[src/rtl/sdram_pkg.sv]
// Shared encodings for the SDRAM command scheduler: bus commands, FSM states
// and the address bit that marks a precharge-all.
package sdram_pkg;

    typedef enum logic [2:0] {
        CMD_NOP  = 3'd0,
        CMD_ACT  = 3'd1,
        CMD_RD   = 3'd2,
        CMD_WR   = 3'd3,
        CMD_PRE  = 3'd4,
        CMD_PREA = 3'd5,
        CMD_REF  = 3'd6
    } sdram_cmd_e;

    typedef enum logic [3:0] {
        ST_IDLE     = 4'd0,
        ST_ACT      = 4'd1,
        ST_WAIT_RCD = 4'd2,
        ST_RW       = 4'd3,
        ST_PRE      = 4'd4,
        ST_WAIT_RP  = 4'd5,
        ST_PREA     = 4'd6,
        ST_WAIT_RPA = 4'd7,
        ST_REF      = 4'd8,
        ST_WAIT_RFC = 4'd9
    } sched_state_e;

    // Address bit that distinguishes PREA from a single-bank PRE on the bus.
    localparam int PREA_ADDR_BIT = 10;

    // Largest of three timing values, used to size the shared wait counter.
    function automatic int max3(input int a, input int b, input int c);
        int m;
        m = (a > b) ? a : b;
        return (m > c) ? m : c;
    endfunction

endpackage

[src/rtl/sdram_refresh_timer.sv]
// Free-running refresh interval counter with a sticky pending flag. The flag
// is raised every T_REF cycles and dropped when the scheduler issues REF; a
// tick that lands while the flag is already up is simply absorbed.
module sdram_refresh_timer #(
    parameter int T_REF = 1560
) (
    input  logic clk_i,
    input  logic rst_i,
    input  logic clear_i,
    output logic pending_o
);

    localparam int CW = $clog2(T_REF);
    localparam logic [CW-1:0] RELOAD = CW'(T_REF - 1);

    logic [CW-1:0] cnt_q;
    logic          pending_q;

    // Count down to zero, reload, and latch a refresh request; a new tick wins over a clear.
    always_ff @(posedge clk_i or posedge rst_i) begin
        if (rst_i) begin
            cnt_q     <= RELOAD;
            pending_q <= 1'b0;
        end else if (cnt_q == '0) begin
            cnt_q     <= RELOAD;
            pending_q <= 1'b1;
        end else begin
            cnt_q <= cnt_q - CW'(1);
            if (clear_i) begin
                pending_q <= 1'b0;
            end
        end
    end

    assign pending_o = pending_q;

endmodule

[src/rtl/sdram_cmd_scheduler.sv]
// Single-access SDRAM command sequencer. Tracks the open row of every bank,
// turns one accepted request into PRE/ACT/RD/WR with tRP/tRCD spacing, and
// folds periodic PREA/REF in between accesses. All bus outputs are registered.
module sdram_cmd_scheduler
    import sdram_pkg::*;
#(
    parameter int SDRAM_BANK_WIDTH = 2,
    parameter int SDRAM_ROW_WIDTH  = 13,
    parameter int SDRAM_COL_WIDTH  = 9,
    parameter int T_RCD            = 3,
    parameter int T_RP             = 3,
    parameter int T_RFC            = 9,
    parameter int T_REF            = 1560
) (
    input  logic                        clk_i,
    input  logic                        rst_i,
    input  logic                        req_valid_i,
    output logic                        req_ready_o,
    input  logic                        req_write_i,
    input  logic [SDRAM_BANK_WIDTH-1:0] req_bank_i,
    input  logic [SDRAM_ROW_WIDTH-1:0]  req_row_i,
    input  logic [SDRAM_COL_WIDTH-1:0]  req_col_i,
    output logic                        cmd_valid_o,
    output logic [2:0]                  cmd_o,
    output logic [SDRAM_BANK_WIDTH-1:0] cmd_bank_o,
    output logic [SDRAM_ROW_WIDTH-1:0]  cmd_addr_o,
    output logic                        refresh_pending_o
);

    localparam int NB = 1 << SDRAM_BANK_WIDTH;
    localparam int WW = $clog2(max3(T_RCD, T_RP, T_RFC) + 1);
    localparam logic [WW-1:0] RCD_LD = WW'(T_RCD - 1);
    localparam logic [WW-1:0] RP_LD  = WW'(T_RP - 1);
    localparam logic [WW-1:0] RFC_LD = WW'(T_RFC - 1);
    localparam logic [SDRAM_ROW_WIDTH-1:0] PREA_ADDR = SDRAM_ROW_WIDTH'(1) << PREA_ADDR_BIT;

    sched_state_e                 state_q;
    logic [WW-1:0]                wait_q;
    logic                         ready_q;
    logic                         cmd_valid_q;
    sdram_cmd_e                   cmd_q;
    logic [SDRAM_BANK_WIDTH-1:0]  cmd_bank_q;
    logic [SDRAM_ROW_WIDTH-1:0]   cmd_addr_q;
    logic                         write_q;
    logic [SDRAM_BANK_WIDTH-1:0]  bank_q;
    logic [SDRAM_ROW_WIDTH-1:0]   row_q;
    logic [SDRAM_COL_WIDTH-1:0]   col_q;
    logic [NB-1:0]                row_valid_q;
    logic [SDRAM_ROW_WIDTH-1:0]   row_addr_q [NB];

    logic refresh_pending_s;
    logic ref_clear_s;
    logic req_open_s;
    logic req_hit_s;
    logic any_open_s;

    // The pending flag drops while REF is on the bus.
    assign ref_clear_s = (state_q == ST_REF);

    sdram_refresh_timer #(
        .T_REF (T_REF)
    ) u_refresh_timer (
        .clk_i     (clk_i),
        .rst_i     (rst_i),
        .clear_i   (ref_clear_s),
        .pending_o (refresh_pending_s)
    );

    assign req_open_s  = row_valid_q[req_bank_i];
    assign req_hit_s   = req_open_s && (row_addr_q[req_bank_i] == req_row_i);
    assign any_open_s  = |row_valid_q;

    // Refresh has priority: a pending refresh closes the door to new requests.
    assign req_ready_o       = ready_q && !refresh_pending_s;
    assign cmd_valid_o       = cmd_valid_q;
    assign cmd_o             = cmd_q;
    assign cmd_bank_o        = cmd_bank_q;
    assign cmd_addr_o        = cmd_addr_q;
    assign refresh_pending_o = refresh_pending_s;

    // Scheduler FSM: state names the command on the bus this cycle; bus outputs and the open-row table update together.
    always_ff @(posedge clk_i or posedge rst_i) begin
        if (rst_i) begin
            state_q     <= ST_IDLE;
            wait_q      <= '0;
            ready_q     <= 1'b0;
            cmd_valid_q <= 1'b0;
            cmd_q       <= CMD_NOP;
            cmd_bank_q  <= '0;
            cmd_addr_q  <= '0;
            write_q     <= 1'b0;
            bank_q      <= '0;
            row_q       <= '0;
            col_q       <= '0;
            row_valid_q <= '0;
            for (int i = 0; i < NB; i++) begin
                row_addr_q[i] <= '0;
            end
        end else begin
            cmd_valid_q <= 1'b0;
            cmd_q       <= CMD_NOP;
            cmd_bank_q  <= '0;
            cmd_addr_q  <= '0;
            case (state_q)
                ST_IDLE: begin
                    if (refresh_pending_s) begin
                        ready_q     <= 1'b0;
                        cmd_valid_q <= 1'b1;
                        if (any_open_s) begin
                            state_q     <= ST_PREA;
                            cmd_q       <= CMD_PREA;
                            cmd_addr_q  <= PREA_ADDR;
                            wait_q      <= RP_LD;
                            row_valid_q <= '0;
                        end else begin
                            state_q <= ST_REF;
                            cmd_q   <= CMD_REF;
                            wait_q  <= RFC_LD;
                        end
                    end else if (req_valid_i && ready_q) begin
                        ready_q     <= 1'b0;
                        write_q     <= req_write_i;
                        bank_q      <= req_bank_i;
                        row_q       <= req_row_i;
                        col_q       <= req_col_i;
                        cmd_valid_q <= 1'b1;
                        cmd_bank_q  <= req_bank_i;
                        if (req_hit_s) begin
                            state_q    <= ST_RW;
                            cmd_q      <= req_write_i ? CMD_WR : CMD_RD;
                            cmd_addr_q <= SDRAM_ROW_WIDTH'(req_col_i);
                        end else if (req_open_s) begin
                            state_q                 <= ST_PRE;
                            cmd_q                   <= CMD_PRE;
                            wait_q                  <= RP_LD;
                            row_valid_q[req_bank_i] <= 1'b0;
                        end else begin
                            state_q                 <= ST_ACT;
                            cmd_q                   <= CMD_ACT;
                            cmd_addr_q              <= req_row_i;
                            wait_q                  <= RCD_LD;
                            row_valid_q[req_bank_i] <= 1'b1;
                            row_addr_q[req_bank_i]  <= req_row_i;
                        end
                    end else begin
                        ready_q <= 1'b1;
                    end
                end
                ST_ACT, ST_WAIT_RCD: begin
                    if (wait_q == '0) begin
                        state_q     <= ST_RW;
                        cmd_valid_q <= 1'b1;
                        cmd_q       <= write_q ? CMD_WR : CMD_RD;
                        cmd_bank_q  <= bank_q;
                        cmd_addr_q  <= SDRAM_ROW_WIDTH'(col_q);
                    end else begin
                        state_q <= ST_WAIT_RCD;
                        wait_q  <= wait_q - WW'(1);
                    end
                end
                ST_RW: begin
                    state_q <= ST_IDLE;
                    ready_q <= 1'b1;
                end
                ST_PRE, ST_WAIT_RP: begin
                    if (wait_q == '0) begin
                        state_q             <= ST_ACT;
                        cmd_valid_q         <= 1'b1;
                        cmd_q               <= CMD_ACT;
                        cmd_bank_q          <= bank_q;
                        cmd_addr_q          <= row_q;
                        wait_q              <= RCD_LD;
                        row_valid_q[bank_q] <= 1'b1;
                        row_addr_q[bank_q]  <= row_q;
                    end else begin
                        state_q <= ST_WAIT_RP;
                        wait_q  <= wait_q - WW'(1);
                    end
                end
                ST_PREA, ST_WAIT_RPA: begin
                    if (wait_q == '0) begin
                        state_q     <= ST_REF;
                        cmd_valid_q <= 1'b1;
                        cmd_q       <= CMD_REF;
                        wait_q      <= RFC_LD;
                    end else begin
                        state_q <= ST_WAIT_RPA;
                        wait_q  <= wait_q - WW'(1);
                    end
                end
                ST_REF, ST_WAIT_RFC: begin
                    if (wait_q == '0) begin
                        state_q <= ST_IDLE;
                        ready_q <= 1'b1;
                    end else begin
                        state_q <= ST_WAIT_RFC;
                        wait_q  <= wait_q - WW'(1);
                    end
                end
                default: begin
                    state_q <= ST_IDLE;
                    ready_q <= 1'b0;
                end
            endcase
        end
    end

endmodule

[config.mk]
export PLATFORM = sky130hd
export DESIGN_NAME = sdram_cmd_scheduler
export DESIGN_NICKNAME = d
export VERILOG_FILES = /design/src/rtl/sdram_pkg.sv /design/src/rtl/sdram_refresh_timer.sv /design/src/rtl/sdram_cmd_scheduler.sv
export SDC_FILE = /design/constraint.sdc
export NUM_CORES = 1
export LEC_CHECK = 0
export BUFFER_PORTS_ARGS = -buffer_cell sky130_fd_sc_hd__buf_2
export CAP_MARGIN = 40
export CORE_ASPECT_RATIO = 0.6
export CORE_MARGIN = 3
export CORE_UTILIZATION = 58
export CTS_CLUSTER_DIAMETER = 60
export DETAILED_ROUTE_END_ITERATION = 8
export PLACE_DENSITY = 0.86
export SYNTH_ARGS = -nofsm -noshare
export SYNTH_HDL_FRONTEND = slang
export SYNTH_SLANG_ARGS = --single-unit
[constraint.sdc]
create_clock -name clk_i -period 4.74 [get_ports clk_i]
set_input_delay 0.711 -clock clk_i [delete_from_list [all_inputs] [get_ports clk_i]]
set_output_delay 0.711 -clock clk_i [all_outputs]
set_load 0.005 [all_outputs]
After elaboration in Yosys (flattened, before gate mapping):

Index checks and enable logic that the tools add are counted.

* equal/unequal tests: 20
* reductions and logical operators: 27
* mux-type cells: 80
* order comparisons: 8
* $add $sub $neg: 2
* bitwise operators: 8

Operators by type and width (number)
* 52-bit two-way mux: 5
* 13-bit two-way mux: 9
* 52-bit bitwise mux: 2
* 52-bit one-hot mux with 2 select lines: 1
* 4-bit two-way mux: 18
* 13-bit demux with 2-bit select: 2
* 13-bit one-hot mux with 3 select lines: 1
* 13-bit binary-select mux with 2-bit select: 1
* 3-bit two-way mux: 8
* 11-bit two-way mux: 2
* 4-bit one-hot mux with 5 select lines: 1
* 4-bit by 3-bit equality test with 1-bit output, second input constant: 4
* 4-bit one-hot mux with 4 select lines: 1
* 1-bit two-way mux: 15
* 2-bit != test, second input constant: 7
* 13-bit equality test: 1
* 3-bit one-hot mux with 4 select lines: 1
* 4-bit OR reduction: 3
* 11-bit logical NOT: 1
* 11-bit by 1-bit subtractor with 11-bit output, second input constant: 1
* 2-bit two-way mux: 5
* 9-bit two-way mux: 1
* 4-bit by 2-bit equality test with 1-bit output, second input constant: 2
* 4-bit equality test, second input constant: 2
* other kinds (31): 51

* bits of input ports: 28
* register bits after elaboration: 121
* output and inout bits: 21
* word-level logic and storage cells: 163

Depth between registers and ports, before layout:

* word-level depth: 11
* gate-level depth with buffers: 9
* gate-level depth less buffers: 8

Cells and area by module:

A second synthesis with hierarchy kept.

* cell total of the unflattened synthesis: 647
* area, all modules: 6286.0 um^2

By module, submodules not included
* sdram_cmd_scheduler: times used 1, sequential area each 2727.6 um^2, area an instance 5662.9 um^2, cells an instance 589
* sdram_refresh_timer: times used 1, sequential area each 307.8 um^2, area an instance 623.1 um^2, cells an instance 58

Least setup slack after synthesis:

No wires, ideal clock.

* kind: input to register
* start: input req_bank_i[1]
* end: register wait_q[0]
* required time: 4.612 ns
* cell stages on the path: 7
* library setup time: 0.128 ns
* arrival time: 2.610 ns
* path buffers: 1
* slack: 2.002 ns
* cells stage by stage: buf_2 -> mux4_2 -> xnor2_1 -> nand4_2 -> nor4_4 -> a31oi_2 -> mux2_1

* longest elaborated chain between the ends: 8
* elaborated cells on any way between the ends: 10
* classes of those cells: eq/ne: 2; mux: 5; bitwise: 1; reduce/logical: 2

Ends and longest elaborated chain
* from (decl): RTL line sdram_cmd_scheduler.sv:20 `input logic [SDRAM_BANK_WIDTH-1:0] req_bank_i,`
* 2-bit NOT with 3-bit output (not written as such): RTL line sdram_cmd_scheduler.sv:70 `assign req_hit_s = req_open_s && (row_addr_q[req_bank_i] == req_row_i);`
* 13-bit binary-select mux with 2-bit select: RTL line sdram_cmd_scheduler.sv:70
* 13-bit two-way mux (not written as such) (2 in a row): RTL line sdram_cmd_scheduler.sv:70
* 13-bit equality test: RTL line sdram_cmd_scheduler.sv:70
* 1-bit logical AND *: RTL line sdram_cmd_scheduler.sv:70
* 3-bit by 2-bit != test with 1-bit output (no source line) *
* 4-bit AND reduction (no source line) *
* to (signal assigned): RTL line sdram_cmd_scheduler.sv:158 `wait_q <= wait_q - WW'(1);`
* to (signal assigned): RTL line sdram_cmd_scheduler.sv:177 `wait_q <= wait_q - WW'(1);`
* to (signal assigned): RTL line sdram_cmd_scheduler.sv:188 `wait_q <= wait_q - WW'(1);`
* to (decl): RTL line sdram_cmd_scheduler.sv:38 `logic [WW-1:0] wait_q;`

Every way passes the cells marked *; elsewhere a longest branch is shown, timed or not. The select of a mux whose other input is x is not followed.
A chain may end at the register's enable or synchronous reset.

Worst setup path in the final report:

* start: input req_bank_i[1]
* end: register cmd_addr_q[6] (netlist: cmd_addr_o[6])

* longest elaborated chain between the ends: 10
* elaborated cells on any way between the ends: 13
* classes of those cells: eq/ne: 1; mux: 10; bitwise: 1; reduce/logical: 1

Ends and longest elaborated chain
* 2-bit NOT with 3-bit output (not written as such): RTL line sdram_cmd_scheduler.sv:70
* 13-bit binary-select mux with 2-bit select: RTL line sdram_cmd_scheduler.sv:70
* 13-bit two-way mux (not written as such) (2 in a row): RTL line sdram_cmd_scheduler.sv:70
* 13-bit equality test: RTL line sdram_cmd_scheduler.sv:70
* 1-bit logical AND: RTL line sdram_cmd_scheduler.sv:70
* 13-bit two-way mux *: RTL line sdram_cmd_scheduler.sv:128 `if (req_hit_s) begin`
* 13-bit two-way mux *: RTL line sdram_cmd_scheduler.sv:120 `end else if (req_valid_i && ready_q) begin`
* 13-bit two-way mux *: RTL line sdram_cmd_scheduler.sv:106 `if (refresh_pending_s) begin`
* 13-bit one-hot mux with 3 select lines *: RTL line sdram_cmd_scheduler.sv:104 `case (state_q)`
* to (signal assigned): RTL line sdram_cmd_scheduler.sv:131 `cmd_addr_q <= SDRAM_ROW_WIDTH'(req_col_i);`
* to (signal assigned): RTL line sdram_cmd_scheduler.sv:140 `cmd_addr_q <= req_row_i;`
* to (signal assigned): RTL line sdram_cmd_scheduler.sv:155 `cmd_addr_q <= SDRAM_ROW_WIDTH'(col_q);`
* to (decl): RTL line sdram_cmd_scheduler.sv:43 `logic [SDRAM_ROW_WIDTH-1:0] cmd_addr_q;`

Marked as above.

==> metrics.txt <==
dpl cell area about 6500 um2; grt ovf 0; #FFs+latches synth 121; Worst-Skew Late Latency 420 ps; clock buffer count from CTS 17; Mapped Nets 575; Post-synth top cells dfrtp_1 (115), a22oi_1 (53), o2bb2ai_1 (53); initial antenna violation count 0; Async SR Flop Fraction 100%; Worst slew margin 44.6%; maximum vdd drop between 0.3 and 0.4 mV; Routability Congestion 0.913; xor/xnor share of the synthesized area 3.23%; Worst Hold Class in2async; post-route ant nets 0; dpl hpwl 11,100 um; clock slew at reported path FFs 60 ps; share of cells above drive strength 1 26.1%; Pleak 3.00 nW; Slew @ Worst Pin ~830 ps; Final Worst Setup Slack 1630 ps; Core Area 10,100 um2; critical path peak fanout 24; drt drc 0; CTS H-Tree Depth 4; nets 606; synthesized netlist cell count 544; via/cell ratio 6.97; initial core utilization 61.1%; Vias 5,030; number of fill cells 687; minimum clock period 3110 ps; wire per inst 23.5 um; Avg Inst Size Synth 11.3 um2; CTS max path bufs 2; prevailing post-synth register cell dfrtp_1; final non-filler cell area 7130 um2; final hold violation count 0; global-route wire length before repair 27,600 um; largest family of logic cells by synthesized area compound AO/OA/AOI/OAI gates; largest area contributor in the netlist dfrtp_1; number of diodes 0; Die ar. roughly 12,000 um2; startpoint types input port; setup TNS 0 ps; worst path arrival time about 3500 ps; number of global-route vias before repair 5,098; CP endpoint kind flop; top-area cell type share of the netlist area 46.7%; sequential area share after synthesis 49.3%; postcts setup bufs 0; Ys Warns 0; Syn Std Cell Area 6160 um2; First-pass DRT Iterations 5; period utilisation layout 65.7%; RSZ-0062 raised after global routing false; Final setup viols 0; hold_ws 395 ps; Row Count 28; CP required 5090 ps; Post-Synth Simple-Gate Area 8.51%; final slew viol count 0; clock sink count around 120; fin util 70.6%; Buffers on Ports 48; CTS tree yes; height of the die roughly 86 um; largest net degree at the start of global routing 54; GRT Util Overall approximately 30%; EDFF count, synth 0; Yosys cell types 58; Sequential cell area roughly 3000 um2; Pwr Density 659 nW/um2; top cells by area, synth dfrtp_1 (47%), o2bb2ai_1 (7.5%), a22oi_1 (6.5%); CTS hold repair buffers 0; multi-input logic area 2880 um2; CTS Root Buffer Type clkbuf_16; CTS resizes 0; top-count cell post-synth dfrtp_1; clock skew roughly 6.5 ps; status complete, no violations; post-synthesis adder-cell area fraction 0.609%; pre-CTS WS 1300 ps; Layout area overhead 15.7%; total detailed-routing wirelength roughly 17,000 um; Synth Area in Compound Gates 23.8%; achievable frequency 321 MHz; initial DRC count ~560; Max Cap Viol 0; I/O pin count between 40 and 50; Die W roughly 140 um; Setup CP Type in2reg; post-synthesis mux area share roughly a tenth
## flip-flops by register name (all words and copies together) (netlist names)
register                   flops
u_refresh_timer.pending_o      1
cmd_o                          3
bank_q                         2
row_addr_q                    52
wait_q                         4
cmd_bank_o                     2
row_valid_q                    4
row_q                         13
ready_q                        1
state_q                        4
u_refresh_timer.cnt_q         11
cmd_addr_o                    13
cmd_valid_o                    1
write_q                        1
col_q                          9
## layer usage
| layer | GRT usage [%] | wire (um) | up-vias |
|---|---|---|---|
| met5 | 0 | 0 | - |
| met4 | 10.3 | 350 | 0 |
| met3 | 12.1 | 2350 | 46 |
| met2 | 43.2 | 7110 | 384 |
| met1 | 42.1 | 7190 | 2447 |
| li1 | - | - | 2153 |
## area by class of cell
| cell class | count | share of cell area, % |
|---|---|---|
| timing repair buffer | 65 | 5.46 |
| tap | 135 | 2.37 |
| clock inverter | 10 | 2.02 |
| sequential | 121 | 42.6 |
| clock buffer | 21 | 6.60 |
| inverter | 11 | 0.614 |
| multi-input combinational | 359 | 40.4 |
## final timing paths
kind / startpoint / end / slack (ps) / cells past startpoint
max: req_bank_i[1] / cmd_addr_o[6]$_DFF_PP0_ / 1630 / 7
min: rst_i / row_addr_q[35]$_DFFE_PP0P_ / 400 / 2
max reg2reg: state_q[2]$_DFFE_PP0N_ / row_addr_q[4]$_DFFE_PP0P_ / 1920 / 5
min reg2reg: u_refresh_timer.cnt_q[0]$_DFF_PP1_ / u_refresh_timer.cnt_q[0]$_DFF_PP1_ / 470 / 1
max in group asynchronous: rst_i / cmd_valid_o$_DFF_PP0_ / 3350 / 3
min in group clk_i: u_refresh_timer.cnt_q[0]$_DFF_PP1_ / u_refresh_timer.cnt_q[0]$_DFF_PP1_ / 470 / 1
## report_power, final
part / total, mW / leakage, nW / internal, mW / switching [mW]
Sequential: 1.80 / 1.51 / 1.42 / 0.377
Clock: 1.32 / 0.291 / 0.866 / 0.458
Combinational: 1.58 / 1.20 / 0.761 / 0.816
Total: 4.70 / 3.00 / 3.05 / 1.65
## critical path: stages
cell	delay, ps
buf_2	460
mux4_2	590
xnor2_1	310
nand3_1	200
nor4_1	470
and2_1	470
a221o_1	240
## cells in the final DEF (no fill, tap or decap), drive strengths merged, types with 4 or more instances in the layout
cell,instances
xnor2,18
mux2,27
nor3b,6
nor3,10
mux4,14
clkinv,4
and3,5
a22o,15
clkbuf,21
nor4,6
o21ai,14
a22oi,53
nand2,18
dfrtp,115
o2bb2ai,53
dfstp,6
inv,11
buf,65
a221o,10
nor2,38
a21oi,19
## logic make-up after synthesis
group / after synthesis
and+or+nand+nor: 103
muxes: 42
xor gates and xnor gates: 21
buffers and inverters: 64
adders and majority gates: 3
AOI/OAI and AO/OA: 190
DFF: 121
## metrics by stage
stage               power [mW]  cells
detailed placement        3.31    690
floorplan                 2.83    544
global placement          3.20    684
finish                    4.70    722
global route              4.94    722
CTS                       4.66    721
(Power assumes the default switching activity.)
